===== config.mk =====
export PLATFORM = sky130hd
export DESIGN_NAME = bvh_node_unpacker
export DESIGN_NICKNAME = d
export VERILOG_FILES = /design/src/rtl/bvh_node_unpacker.sv
export SDC_FILE = /design/constraint.sdc
export NUM_CORES = 1
export LEC_CHECK = 0
export CAP_MARGIN = 10
export CORE_MARGIN = 1.5
export CORE_UTILIZATION = 46
export DETAILED_ROUTE_END_ITERATION = 8
export GPL_ROUTABILITY_DRIVEN = 0
export PLACE_DENSITY = 0.93
export SETUP_SLACK_MARGIN = 0.05
export SYNTH_ARGS = -nofsm -noshare
export SYNTH_HDL_FRONTEND = slang
export SYNTH_SLANG_ARGS = --single-unit

===== constraint.sdc =====
create_clock -name clk -period 8.9 [get_ports clk]
set_clock_uncertainty 0.05 [all_clocks]
set_input_delay 1.78 -clock clk [delete_from_list [all_inputs] [get_ports clk]]
set_output_delay 1.78 -clock clk [all_outputs]
set_load 0.05 [all_outputs]

===== src/rtl/bvh_node_unpacker.sv =====
// BVH node unpacker: splits a 128-bit packed node word into traversal fields,
// resolves child offsets to absolute addresses and optionally expands leaves.
//
// Ports:
//   clk, rst            clock, asynchronous active-high reset
//   in_valid/in_ready   node word handshake (in_ready is combinational)
//   in_node_word        {max_z,max_y,max_x,min_z,min_y,min_x,union[31:0]}
//   in_is_leaf          node type sideband
//   in_node_addr        address of the incoming node
//   out_valid/out_ready decoded beat handshake
//   out_*               registered decoded beat fields
module bvh_node_unpacker #(
  parameter int ADDR_W      = 32,
  parameter bit LEAF_EXPAND = 1'b1
) (
  input  logic              clk,
  input  logic              rst,
  input  logic              in_valid,
  output logic              in_ready,
  input  logic [127:0]      in_node_word,
  input  logic              in_is_leaf,
  input  logic [ADDR_W-1:0] in_node_addr,
  output logic              out_valid,
  input  logic              out_ready,
  output logic              out_is_leaf,
  output logic [1:0]        out_axis,
  output logic [ADDR_W-1:0] out_child0_addr,
  output logic [ADDR_W-1:0] out_child1_addr,
  output logic [47:0]       out_bbox_min,
  output logic [47:0]       out_bbox_max,
  output logic [19:0]       out_prim_index,
  output logic [11:0]       out_prim_count,
  output logic              out_first,
  output logic              out_last,
  output logic              out_empty
);

  typedef enum logic {IDLE, EXPAND} state_e;

  state_e              state_q;
  logic [11:0]         rem_q;
  logic                valid_q;
  logic                leaf_q;
  logic [1:0]          axis_q;
  logic [ADDR_W-1:0]   c0_q;
  logic [ADDR_W-1:0]   c1_q;
  logic [47:0]         bmin_q;
  logic [47:0]         bmax_q;
  logic [19:0]         pidx_q;
  logic [11:0]         pcnt_q;
  logic                first_q;
  logic                last_q;
  logic                empty_q;

  logic [31:0]         un;
  logic [1:0]          axis_w;
  logic [14:0]         off0_w;
  logic [14:0]         off1_w;
  logic [19:0]         base_w;
  logic [11:0]         cnt_w;
  logic [ADDR_W-1:0]   c0_w;
  logic [ADDR_W-1:0]   c1_w;
  logic                in_fire;
  logic                multi_w;

  assign un     = in_node_word[31:0];
  assign axis_w = un[31:30];
  assign off0_w = un[29:15];
  assign off1_w = un[14:0];
  assign base_w = un[31:12];
  assign cnt_w  = un[11:0];

  assign c0_w = in_node_addr + ADDR_W'(off0_w);
  assign c1_w = in_node_addr + ADDR_W'(off1_w);

  assign in_ready = !rst && (state_q == IDLE)
                    && (!valid_q || out_ready);
  assign in_fire  = in_valid && in_ready;

  // leaf needing more than one beat
  assign multi_w = LEAF_EXPAND && in_is_leaf
                   && (cnt_w > 12'd1);

  always_ff @(posedge clk or posedge rst) begin
    if (rst) begin
      state_q <= IDLE;
      rem_q   <= '0;
      valid_q <= 1'b0;
      leaf_q  <= 1'b0;
      axis_q  <= '0;
      c0_q    <= '0;
      c1_q    <= '0;
      bmin_q  <= '0;
      bmax_q  <= '0;
      pidx_q  <= '0;
      pcnt_q  <= '0;
      first_q <= 1'b0;
      last_q  <= 1'b0;
      empty_q <= 1'b0;
    end else begin
      unique case (state_q)
        IDLE: begin
          if (in_fire) begin
            valid_q <= 1'b1;
            leaf_q  <= in_is_leaf;
            bmin_q  <= in_node_word[79:32];
            bmax_q  <= in_node_word[127:80];
            first_q <= 1'b1;
            last_q  <= !multi_w;
            if (in_is_leaf) begin
              axis_q  <= '0;
              c0_q    <= '0;
              c1_q    <= '0;
              pidx_q  <= base_w;
              pcnt_q  <= cnt_w;
              empty_q <= (cnt_w == 12'd0);
            end else begin
              axis_q  <= axis_w;
              c0_q    <= c0_w;
              c1_q    <= c1_w;
              pidx_q  <= '0;
              pcnt_q  <= '0;
              empty_q <= 1'b0;
            end
            if (multi_w) begin
              rem_q   <= cnt_w - 12'd1;
              state_q <= EXPAND;
            end
          end else if (out_ready) begin
            valid_q <= 1'b0;
          end
        end
        EXPAND: begin
          // out_valid is always high here
          if (out_ready) begin
            pidx_q  <= pidx_q + 20'd1;
            first_q <= 1'b0;
            rem_q   <= rem_q - 12'd1;
            if (rem_q == 12'd1) begin
              last_q  <= 1'b1;
              state_q <= IDLE;
            end
          end
        end
        default: state_q <= IDLE;
      endcase
    end
  end

  assign out_valid       = valid_q;
  assign out_is_leaf     = leaf_q;
  assign out_axis        = axis_q;
  assign out_child0_addr = c0_q;
  assign out_child1_addr = c1_q;
  assign out_bbox_min    = bmin_q;
  assign out_bbox_max    = bmax_q;
  assign out_prim_index  = pidx_q;
  assign out_prim_count  = pcnt_q;
  assign out_first       = first_q;
  assign out_last        = last_q;
  assign out_empty       = empty_q;

endmodule


# Word level (Yosys, flattened, before mapping)
# Index checks and enable logic that the tools add are counted.
# op_classes
n_lt_le_gt_ge,1
bitwise_logic,1
addsub,5
n_reduce_logical,15
n_eq_ne,5
muxes,26
# op_table
cell,count
adder 32 x 15 -> 32 bit,2
two-way mux 32 bit,2
two-way mux 20 bit,3
two-way mux 12 bit,4
case mux 20 bit (2 select lines),1
case mux 12 bit (2 select lines),1
"subtractor 12 x 1 -> 12 bit, second input constant",2
"adder 20 x 1 -> 20 bit, second input constant",1
"equality test 12 x 1 -> 1 bit, second input constant",1
"greater-than comparator 12 x 1 -> 1 bit, second input constant",1
logical NOT 12 bit,1
two-way mux 1 bit,11
"inequality test 2 bit, second input constant",3
case mux 1 bit (2 select lines),3
AND reduction 2 bit,3
AND reduction 3 bit,2
logical AND 1 bit,4
logical NOT 1 bit,3
two-way mux 2 bit,1
"inequality test 2 x 1 -> 1 bit, second input constant",1
nonzero test 2 bit,1
logical OR 1 bit,1
NOT 1 bit,1
# totals
reg_bits,212
in_bits,165

# Logic depth before layout (Yosys ltp)
# Gate-level depths: netlist of run 1.
# logic_depth
depth_word,6
depth_mapped,10

# Worst setup path before layout of run 1
# No wires, ideal clock.
# synth_timing
path_kind,input -> output
startpoint,input out_ready
endpoint,output in_ready
path_buffers,0
path_slack_ps,3990
arrival_ps,3080
path_stages,2
cell_sequence,inv_2 -> a211oi_1
# synth_via
elab_chain_cells,2
# synth_rtl
element,line,text
start: declaration,24,"input logic out_ready,"
logical OR 1 bit,77,&& (!valid_q || out_ready);
logical AND 1 bit,77,
end: declaration,19,"output logic in_ready,"
# Every way passes these cells.

# Worst setup path after layout of run 1
# Ends and elaborated chain as after synthesis.

==> impl_metrics.py, run 1 <==
metrics = {
    "global_routing": {
        "grt_max_degree": 139,
        "gr-total-overflow": 0,
        "grt_antenna_before_repair": 0,
        "grt_usage_pct": 27.9,
        "grt_pass1_vias": 10500,
        "grt_pass1_wl_um": 54300,
    },
    "logic_synthesis": {
        "synth_top_cells_by_area": "dfrtp_1, nand2_1, ha_1, o21ai_0, a21oi_1",
        "yosys_most_used_dff": "dfrtp_1",
        "synth_seq_cells": 212,
        "synth_nets": 1480,
        "synth_edf_count": 0,
        "synthDistinctLibCells": 55,
        "synth_area_mm2": 0.0109,
        "synth_top_area_share_pct": 48.8,
        "yosysSeqAreaShare_pct": 48.8,
        "ys_async_sr_fraction_pct": 100,
        "synth_largest_area_cell": "dfrtp_1",
        "ys.warnings.count": 0,
        "syn_inst": 1277,
        "syn_area_per_cell_um2": 8.51,
    },
    "timing": {
        "period_minus_slack_ps": 5910,
        "setup-tns-final_ps": 0,
        "rsz0062_at_grt": "false",
        "tightest_slew_ps": 1030,
        "slew_violations": 0,
        "setup_violations": 0,
        "max-slew-margin-rel_pct": 31.2,
        "hold_violations": 0,
        "fmax_mhz": 169,
        "period_share_pct": 66.4,
    },
    "clock_network": {
        "cts_buffers": 23,
        "cts_resized": 0,
        "hold_buffers": 0,
        "path_clk_slew_ps": 60,
        "clkLatencyLatePin_ps": 510,
        "clockRootBuffer": "clkbuf_16",
        "cts_setup_buffers": 0,
        "cts_tree": "built",
        "htree_levels": 1,
        "clockBufferDepth": 3,
        "cts.sinks": 212,
    },
    "worst_setup_path": {
        "r2r_start": "state_q$_DFF_PP0_",
        "reg2reg_depth": 8,
        "cp_data_arrival_time_ps": 4080,
        "path_class": "in -> out",
        "crit_path_start": "out_ready",
        "end_kind": "output port",
        "critical_path.max_fanout": 12,
        "r2r-end": "out_child1_addr[25]$_DFFE_PP0P_",
        "crit_path_start_kind": "input port",
        "required_ps": 7070,
        "rrSetupSlack_ps": 5550,
    },
    "pwr": {
        "p_leak_nw": 7.02,
        "vdd_drop_max_mv": 0.202,
        "cellPowerDensity_mw_per_mm2": 380,
    },
    "hold_path": {
        "worst_hold_path_type": "reg -> reg",
        "min_path_cells": 2,
        "hold_start": "out_prim_count[3]$_DFFE_PP0P_",
        "hold_end": "out_prim_count[3]$_DFFE_PP0P_",
    },
    "floorplanning": {
        "die_y_um": 157,
        "num_rows": 56,
        "core-area_mm2": 0.0233,
        "die_x_um": 157,
        "dieArea_mm2": 0.0246,
        "initial_core_util_pct": 46.6,
        "ioPinCount": 365,
    },
    "final_layout": {
        "fin_area_mm2": 0.0156,
        "syn2layout_area_growth_pct": 43.2,
        "layout.nets": 1820,
        "fin_util_pct": 66.7,
        "drive_gt1_share_pct": 3.37,
        "antenna_cells": 0,
    },
    "route": {
        "routedWlPerCell_um": 18.2,
        "dr_total_vias": 10800,
        "routed_wl_um": 35500,
        "viasPerCell": 5.54,
        "ant_nets": 0,
        "dr.pass1.iters": 6,
        "drt_iter0_drc": 783,
        "drc": 0,
    },
    "run": {
        "maxCapViolations": 0,
    },
    "run_status": {
        "outcome": "completed",
    },
    "place": {
        "io_buffers": 364,
        "hpwl_um": 25600,
        "place_area_mm2": 0.0148,
    },
}
-- critical path: stages --
cell,delay (ps)
clkdlybuf4s50_1,740
inv_2,110
a211oi_1,530
clkdlybuf4s50_1,910
-- power breakdown --
| group | total [mW] | internal [mW] | switching (mW) |
|---|---|---|---|
| sequential | 1.69 | 1.39 | 0.300 |
| combinational | 3.23 | 1.03 | 2.20 |
| clock | 1.00 | 0.621 | 0.381 |
-- final cells by class --
cell class | instances | area, µm²
fill | 1748 | 7760
sequential | 212 | 5310
multi-input combinational | 980 | 5260
timing repair buffer | 374 | 3720
clock buffer | 32 | 649
tap | 319 | 399
clock inverter | 7 | 135
inverter | 26 | 105
-- registers in the layout, summed over array words and instances (netlist names), 2 cells and up --
name             count
out_child0_addr     32
out_prim_count      12
out_axis             2
rem_q               12
out_bbox_max        48
out_prim_index      20
out_bbox_min        48
out_child1_addr     32
-- placed cells by master (no fill, tap or decap), types with 20 or more instances in the layout --
cell / n
xnor2_1: 36
nor3_1: 20
nand2_1: 433
nor2_1: 51
dfrtp_1: 212
ha_1: 36
inv_1: 24
nand3_1: 43
a21oi_1: 70
o21ai_0: 89
clkdlybuf4s50_1: 364
clkbuf_16: 23
-- layer usage --
metal  track usage [%]  up-vias  part of all wire (%)
met3              5.95      118                   9.7
li1                  -     5015                     -
met4              14.1        0                   5.4
met2              47.5      626                    48
met1              33.3     5050                    37
met5                 0        -                     0
-- cells in the mapped netlist (7+ instances only) --
cell type,n
nand4_1,8
and3_1,11
a21o_1,8
nand3_1,43
nor3_1,20
nor2_1,51
clkbuf_1,54
a21oi_1,71
nor2b_1,10
o22ai_1,11
xor2_1,15
ha_1,36
nand2b_1,15
a31oi_1,7
o21ai_0,89
or3_1,7
a221oi_1,7
nand2_1,434
inv_1,25
o31ai_1,7
and2_1,8
mux2i_1,15
xnor2_1,36
dfrtp_1,212
-- stage by stage --
stage	hold WS (ps)	instances	power, mW	worst slack, ps
after floorplan	477	1277	3.73	1280
after global placement	401	1911	4.84	3080
after detailed placement	406	1911	4.92	3020
after CTS	419	1950	5.94	3020
after global routing	442	1950	6.20	2930
final	416	1950	5.93	2990
-- logic make-up after synthesis --
group / synth area share, %
multiplexers: 1.38
buffers and inverters: 2.93
adder cells (fa/ha/maj): 4.51
flip-flops: 48.8
AO/OA/AOI/OAI: 13.8
XOR/XNOR: 4.11
AND/OR/NAND/NOR: 24.4
-- worst max path at each step --
stage / endpoint / slack (ps)
6_report: in_ready / 2990
5_1_grt: in_ready / 2930
4_1_cts: in_ready / 3020
3_5_place_dp: in_ready / 3020
3_3_place_gp: in_ready / 3080
2_1_floorplan: out_axis[0]$_DFFE_PP0P_ / 1280
No activity file was read; power rests on OpenSTA's default activity.
==> inputs of run 2 (changes only) <==
==> constraint.sdc (replaced) <==
create_clock -name clk -period 6.1 [get_ports clk]
set_clock_uncertainty 0.05 [all_clocks]
set_input_delay 1.22 -clock clk [delete_from_list [all_inputs] [get_ports clk]]
set_output_delay 1.22 -clock clk [all_outputs]
set_load 0.05 [all_outputs]
==> run 2 against run 1 <==
Net effect: combinational power increased by 46%; sequential power increased by 46%; sequential cell count unchanged; largest cell class unchanged; critical path depth unchanged; critical endpoint unchanged; critical path type unchanged.
==> impl_metrics.py, run 2 (same netlist as run 1, synthesis figures left out) <==
metrics = {
    "global_routing": {
        "grt_pass1_vias": 10800,
        "grt_max_degree": 106,
        "grt_pass1_wl_um": 54900,
        "grt_antenna_before_repair": 0,
        "gr-total-overflow": 0,
        "grt_usage_pct": 28.0,
    },
    "route": {
        "ant_nets": 0,
        "dr.pass1.iters": 5,
        "drt_iter0_drc": 895,
        "routed_wl_um": 35600,
        "viasPerCell": 5.58,
        "routedWlPerCell_um": 18.2,
        "dr_total_vias": 10900,
        "drc": 0,
    },
    "final_layout": {
        "layout.nets": 1825,
        "layout_common_cells": "nand2_1, clkdlybuf4s50_1, dfrtp_1",
        "final_common_cell": "nand2_1",
        "fin_cells": 1958,
        "antenna_cells": 0,
        "drive_gt1_share_pct": 3.97,
        "syn2layout_area_growth_pct": 43.6,
    },
    "clock_network": {
        "hold_buffers": 0,
        "cts_buffers": 24,
        "path_clk_slew_ps": 60,
        "cts_setup_buffers": 0,
        "cts.sinks": 212,
        "clockRootBuffer": "clkbuf_16",
        "clockBufferDepth": 3,
        "htree_levels": 1,
        "clkLatencyLatePin_ps": 520,
        "cts_tree": "built",
        "cts_resized": 0,
    },
    "pwr": {
        "switchingPower_mw": 4.25,
        "combinationalPowerShare_pct": 54.6,
        "clockPowerShare_pct": 16.8,
        "vdd_drop_max_mv": 0.309,
        "switching_share_pct": 49.2,
        "p_int_mw": 4.39,
        "p_leak_nw": 7.04,
        "seq_power_share_pct": 28.6,
        "cellPowerDensity_mw_per_mm2": 553,
        "total_power_mw": 8.64,
    },
    "floorplanning": {
        "ioPinCount": 365,
        "die_y_um": 157,
        "dieArea_mm2": 0.0246,
        "core-area_mm2": 0.0233,
        "initial_core_util_pct": 46.6,
        "die_x_um": 157,
        "num_rows": 56,
    },
    "worst_setup_path": {
        "end_kind": "output port",
        "reg2reg_depth": 8,
        "crit_path_start_kind": "input port",
        "r2r_start": "state_q$_DFF_PP0_",
        "path_class": "in -> out",
        "crit_path_start": "out_ready",
        "r2r-end": "rem_q[11]$_DFFE_PP0P_",
        "required_ps": 4830,
        "critical_path.max_fanout": 12,
        "rrSetupSlack_ps": 3570,
        "cp_data_arrival_time_ps": 3480,
        "endpoint": "in_ready",
    },
    "timing": {
        "period_minus_slack_ps": 4750,
        "fmax_mhz": 210,
        "tightest_slew_ps": 1070,
        "rsz0062_at_grt": "false",
        "hold_slack_ps": 418,
        "setup-tns-final_ps": 0,
        "hold_violations": 0,
        "period_share_pct": 77.9,
        "slew_violations": 0,
        "setup_violations": 0,
        "worst_slack_ps": 1350,
        "max-slew-margin-rel_pct": 29.0,
    },
    "run": {
        "maxCapViolations": 0,
    },
    "run_status": {
        "outcome": "completed",
    },
    "place": {
        "io_buffers": 364,
        "placed_cells": 1915,
        "hpwl_um": 26000,
        "place_ws_ps": 1390,
    },
    "hold_path": {
        "worst_hold_path_type": "reg -> reg",
    },
}
[run 2: worst min-delay path by stage]
stage / from / to / cells after the start
after floorplan: rem_q[3]$_DFFE_PP0P_ / rem_q[3]$_DFFE_PP0P_ / 2
after global placement: out_prim_count[2]$_DFFE_PP0P_ / out_prim_count[2]$_DFFE_PP0P_ / 2
after detailed placement: out_prim_count[0]$_DFFE_PP0P_ / out_prim_count[0]$_DFFE_PP0P_ / 2
after CTS: out_prim_count[0]$_DFFE_PP0P_ / out_prim_count[0]$_DFFE_PP0P_ / 2
after global routing: out_prim_count[10]$_DFFE_PP0P_ / out_prim_count[10]$_DFFE_PP0P_ / 2
final: out_prim_count[10]$_DFFE_PP0P_ / out_prim_count[10]$_DFFE_PP0P_ / 2
[run 2: stage by stage]
step / cell area [µm²] / util [%]
after global routing: 15600 / 66.9
after detailed placement: 14800 / 63.5
after floorplan: 10900 / -
after global placement: 14800 / 63.5
after CTS: 15600 / 66.9
final: 15600 / 66.9
[run 2: power by group through the flow]
stage | registers [mW] | logic, mW | clock network (mW)
after global routing | 2.53 | 4.96 | 1.53
after detailed placement | 2.47 | 4.70 | 0
final | 2.47 | 4.72 | 1.45
after global placement | 2.44 | 4.62 | 0
after floorplan | 4.48 | 0.965 | 0
after CTS | 2.46 | 4.73 | 1.47
[run 2: cell type report]
| class | count | area (µm²) |
|---|---|---|
| Clock buffer | 30 | 664 |
| Clock inverter | 13 | 130 |
| Fill cell | 1738 | 7720 |
| Inverter | 26 | 101 |
| Multi-Input combinational cell | 980 | 5260 |
| Sequential cell | 212 | 5310 |
| Tap cell | 319 | 399 |
| Timing Repair Buffer | 378 | 3750 |
[run 2: routing by layer]
layer | track usage, % | vias up | share of wire [%]
li1 | - | 5019 | -
met4 | 14.6 | 0 | 5.2
met5 | 0 | - | 0
met3 | 7.12 | 124 | 9.4
met1 | 32.1 | 5199 | 37
met2 | 48.2 | 578 | 49
[run 2: critical path: stages]
cell and delay (ps):
clkdlybuf4s50_1 760, inv_2 120, a211oi_1 480, clkdlybuf4s50_1 900
==> inputs of run 3 (changes only) <==
==> constraint.sdc (replaced) <==
create_clock -name clk -period 4.9 [get_ports clk]
set_clock_uncertainty 0.05 [all_clocks]
set_input_delay 0.98 -clock clk [delete_from_list [all_inputs] [get_ports clk]]
set_output_delay 0.98 -clock clk [all_outputs]
set_load 0.05 [all_outputs]
==> run 3 against run 2 <==
Net effect: setup slack got worse by 540 ps; wire length rose by 1.5%; register-to-register slack got worse by 1300 ps; via count rose by 0.79%; critical path type unchanged; utilization rose by 0.15 points; highest routed layer unchanged; final cell count rose by 0.20%; die area did not move; sequential power rose by 24%; combinational power rose by 25%.
==> impl_metrics.py, run 3 (same netlist as run 1, synthesis figures left out) <==
metrics = {
    "run_status": {
        "outcome": "completed",
    },
    "timing": {
        "rsz0062_at_grt": "false",
        "fmax_mhz": 244,
        "period_minus_slack_ps": 4090,
        "hold_slack_ps": 414,
        "hold_violations": 0,
        "slew_violations": 0,
        "setup-tns-final_ps": 0,
        "max-slew-margin-rel_pct": 22.4,
        "tightest_slew_ps": 1160,
        "period_share_pct": 83.5,
        "setup_violations": 0,
    },
    "floorplanning": {
        "ioPinCount": 365,
        "die_y_um": 157,
        "initial_core_util_pct": 46.6,
        "die_x_um": 157,
        "core-area_mm2": 0.0233,
        "dieArea_mm2": 0.0246,
        "num_rows": 56,
    },
    "clock_network": {
        "clockRootBuffer": "clkbuf_16",
        "cts_buffers": 24,
        "path_clk_slew_ps": 60,
        "cts_setup_buffers": 0,
        "hold_buffers": 0,
        "cts.sinks": 212,
        "clockBufferDepth": 3,
        "cts_resized": 0,
        "clkLatencyLatePin_ps": 510,
        "htree_levels": 1,
        "cts_tree": "built",
    },
    "worst_setup_path": {
        "required_ps": 3870,
        "crit_cells": 5,
        "path_buf_inv": 4,
        "r2r_start": "state_q$_DFF_PP0_",
        "end_kind": "output port",
        "critPathMostFrequentCell": "clkdlybuf4s50_1",
        "path_class": "in -> out",
        "crit_family": "buffers and inverters",
        "critical_path.max_fanout": 12,
        "cpPeakStageDelay_ps": 900,
        "slowest_stage": "clkdlybuf4s50_1",
        "rrSetupSlack_ps": 2270,
        "crit_path_start_kind": "input port",
        "crit_path_start": "out_ready",
        "cp_cell_sequence": "clkdlybuf4s50_1, buf_4, inv_2, a211oi_1, clkdlybuf4s50_1",
        "reg2reg_depth": 7,
        "cp_data_arrival_time_ps": 3060,
    },
    "hold_path": {
        "min_path_cells": 2,
        "worst_hold_path_type": "reg -> reg",
        "hold_start": "out_prim_count[9]$_DFFE_PP0P_",
    },
    "global_routing": {
        "grt_max_degree": 135,
        "grt_pass1_wl_um": 55300,
        "grt_antenna_before_repair": 0,
        "gr-total-overflow": 0,
        "grt_pass1_vias": 10500,
        "grt_usage_pct": 28.4,
    },
    "route": {
        "routedWlPerCell_um": 18.4,
        "routed_wl_um": 36100,
        "drt_iter0_drc": 906,
        "ant_nets": 0,
        "dr.pass1.iters": 5,
        "dr_total_vias": 11000,
        "drc": 0,
        "viasPerCell": 5.61,
    },
    "place": {
        "place_area_mm2": 0.0149,
        "hpwl_um": 26100,
        "io_buffers": 364,
    },
    "pwr": {
        "p_leak_nw": 7.06,
        "cellPowerDensity_mw_per_mm2": 685,
        "vdd_drop_max_mv": 0.442,
    },
    "final_layout": {
        "drive_gt1_share_pct": 4.08,
        "layout.nets": 1830,
        "fin_area_mm2": 0.0156,
        "antenna_cells": 0,
        "layout_common_cells": "nand2_1, clkdlybuf4s50_1, dfrtp_1",
        "final_common_cell": "nand2_1",
        "syn2layout_area_growth_pct": 43.9,
    },
    "run": {
        "maxCapViolations": 0,
    },
}
-- run 3: cell types whose count changed in the layout (fill, tap and decap cells not counted), moves of 2 or more --
cell,before,now
clkbuf_1,3,5
buf_4,14,17
buf_12,0,2
clkbuf_8,2,4
-- run 3: per-stage QoR --
step | setup slack [ps] | total power [mW] | utilization (%) | cells
3_5_place_dp | 838 | 8.95 | 63.8 | 1920
6_report | 808 | 10.7 | 67.0 | 1962
3_3_place_gp | 877 | 8.81 | 63.8 | 1920
5_1_grt | 713 | 11.2 | 67.0 | 1962
4_1_cts | 822 | 10.8 | 67.0 | 1962
2_1_floorplan | 1100 | 6.77 | - | 1277
-- run 3: final cells by class --
type	count	area [µm²]
clock buffers	34	699
clock inverters	8	67.6
fillers	1738	7690
inverters	26	101
multi-input cells	980	5260
flip-flops and latches	212	5310
well taps	319	399
repair buffers	383	3810
-- run 3: tightest hold or removal path, cell delays in order, from the launching register on --
cell and delay, ps:
dfrtp_1 340, nand2_1 50, nand2_1 40
-- run 3: final timing paths --
check                                                 endpoint
worst max-delay path                                  in_ready
worst min-delay path             out_prim_count[9]$_DFFE_PP0P_
worst max register to register            rem_q[7]$_DFFE_PP0P_
worst min register to register   out_prim_count[9]$_DFFE_PP0P_
max in group asynchronous       out_prim_index[15]$_DFFE_PP0P_
min in group asynchronous        out_prim_count[5]$_DFFE_PP0P_
-- run 3: power by group --
group / switching (mW) / internal, mW / total [mW]
Combinational: 4.02 / 1.88 / 5.89
Clock: 0.712 / 1.04 / 1.75
Sequential: 0.541 / 2.53 / 3.07
Total: 5.27 / 5.45 / 10.7
-- run 3: routing by layer --
| layer | GRT usage [%] | part of all wire [%] | routed length (µm) | up-vias |
|---|---|---|---|---|
| met5 | 0 | 0 | 0 | - |
| met4 | 12.7 | 4.6 | 1670 | 0 |
| met3 | 7.09 | 9.4 | 3400 | 127 |
| met2 | 48.5 | 49 | 17600 | 618 |
| met1 | 33.7 | 37 | 13500 | 5231 |
| li1 | - | - | - | 5030 |
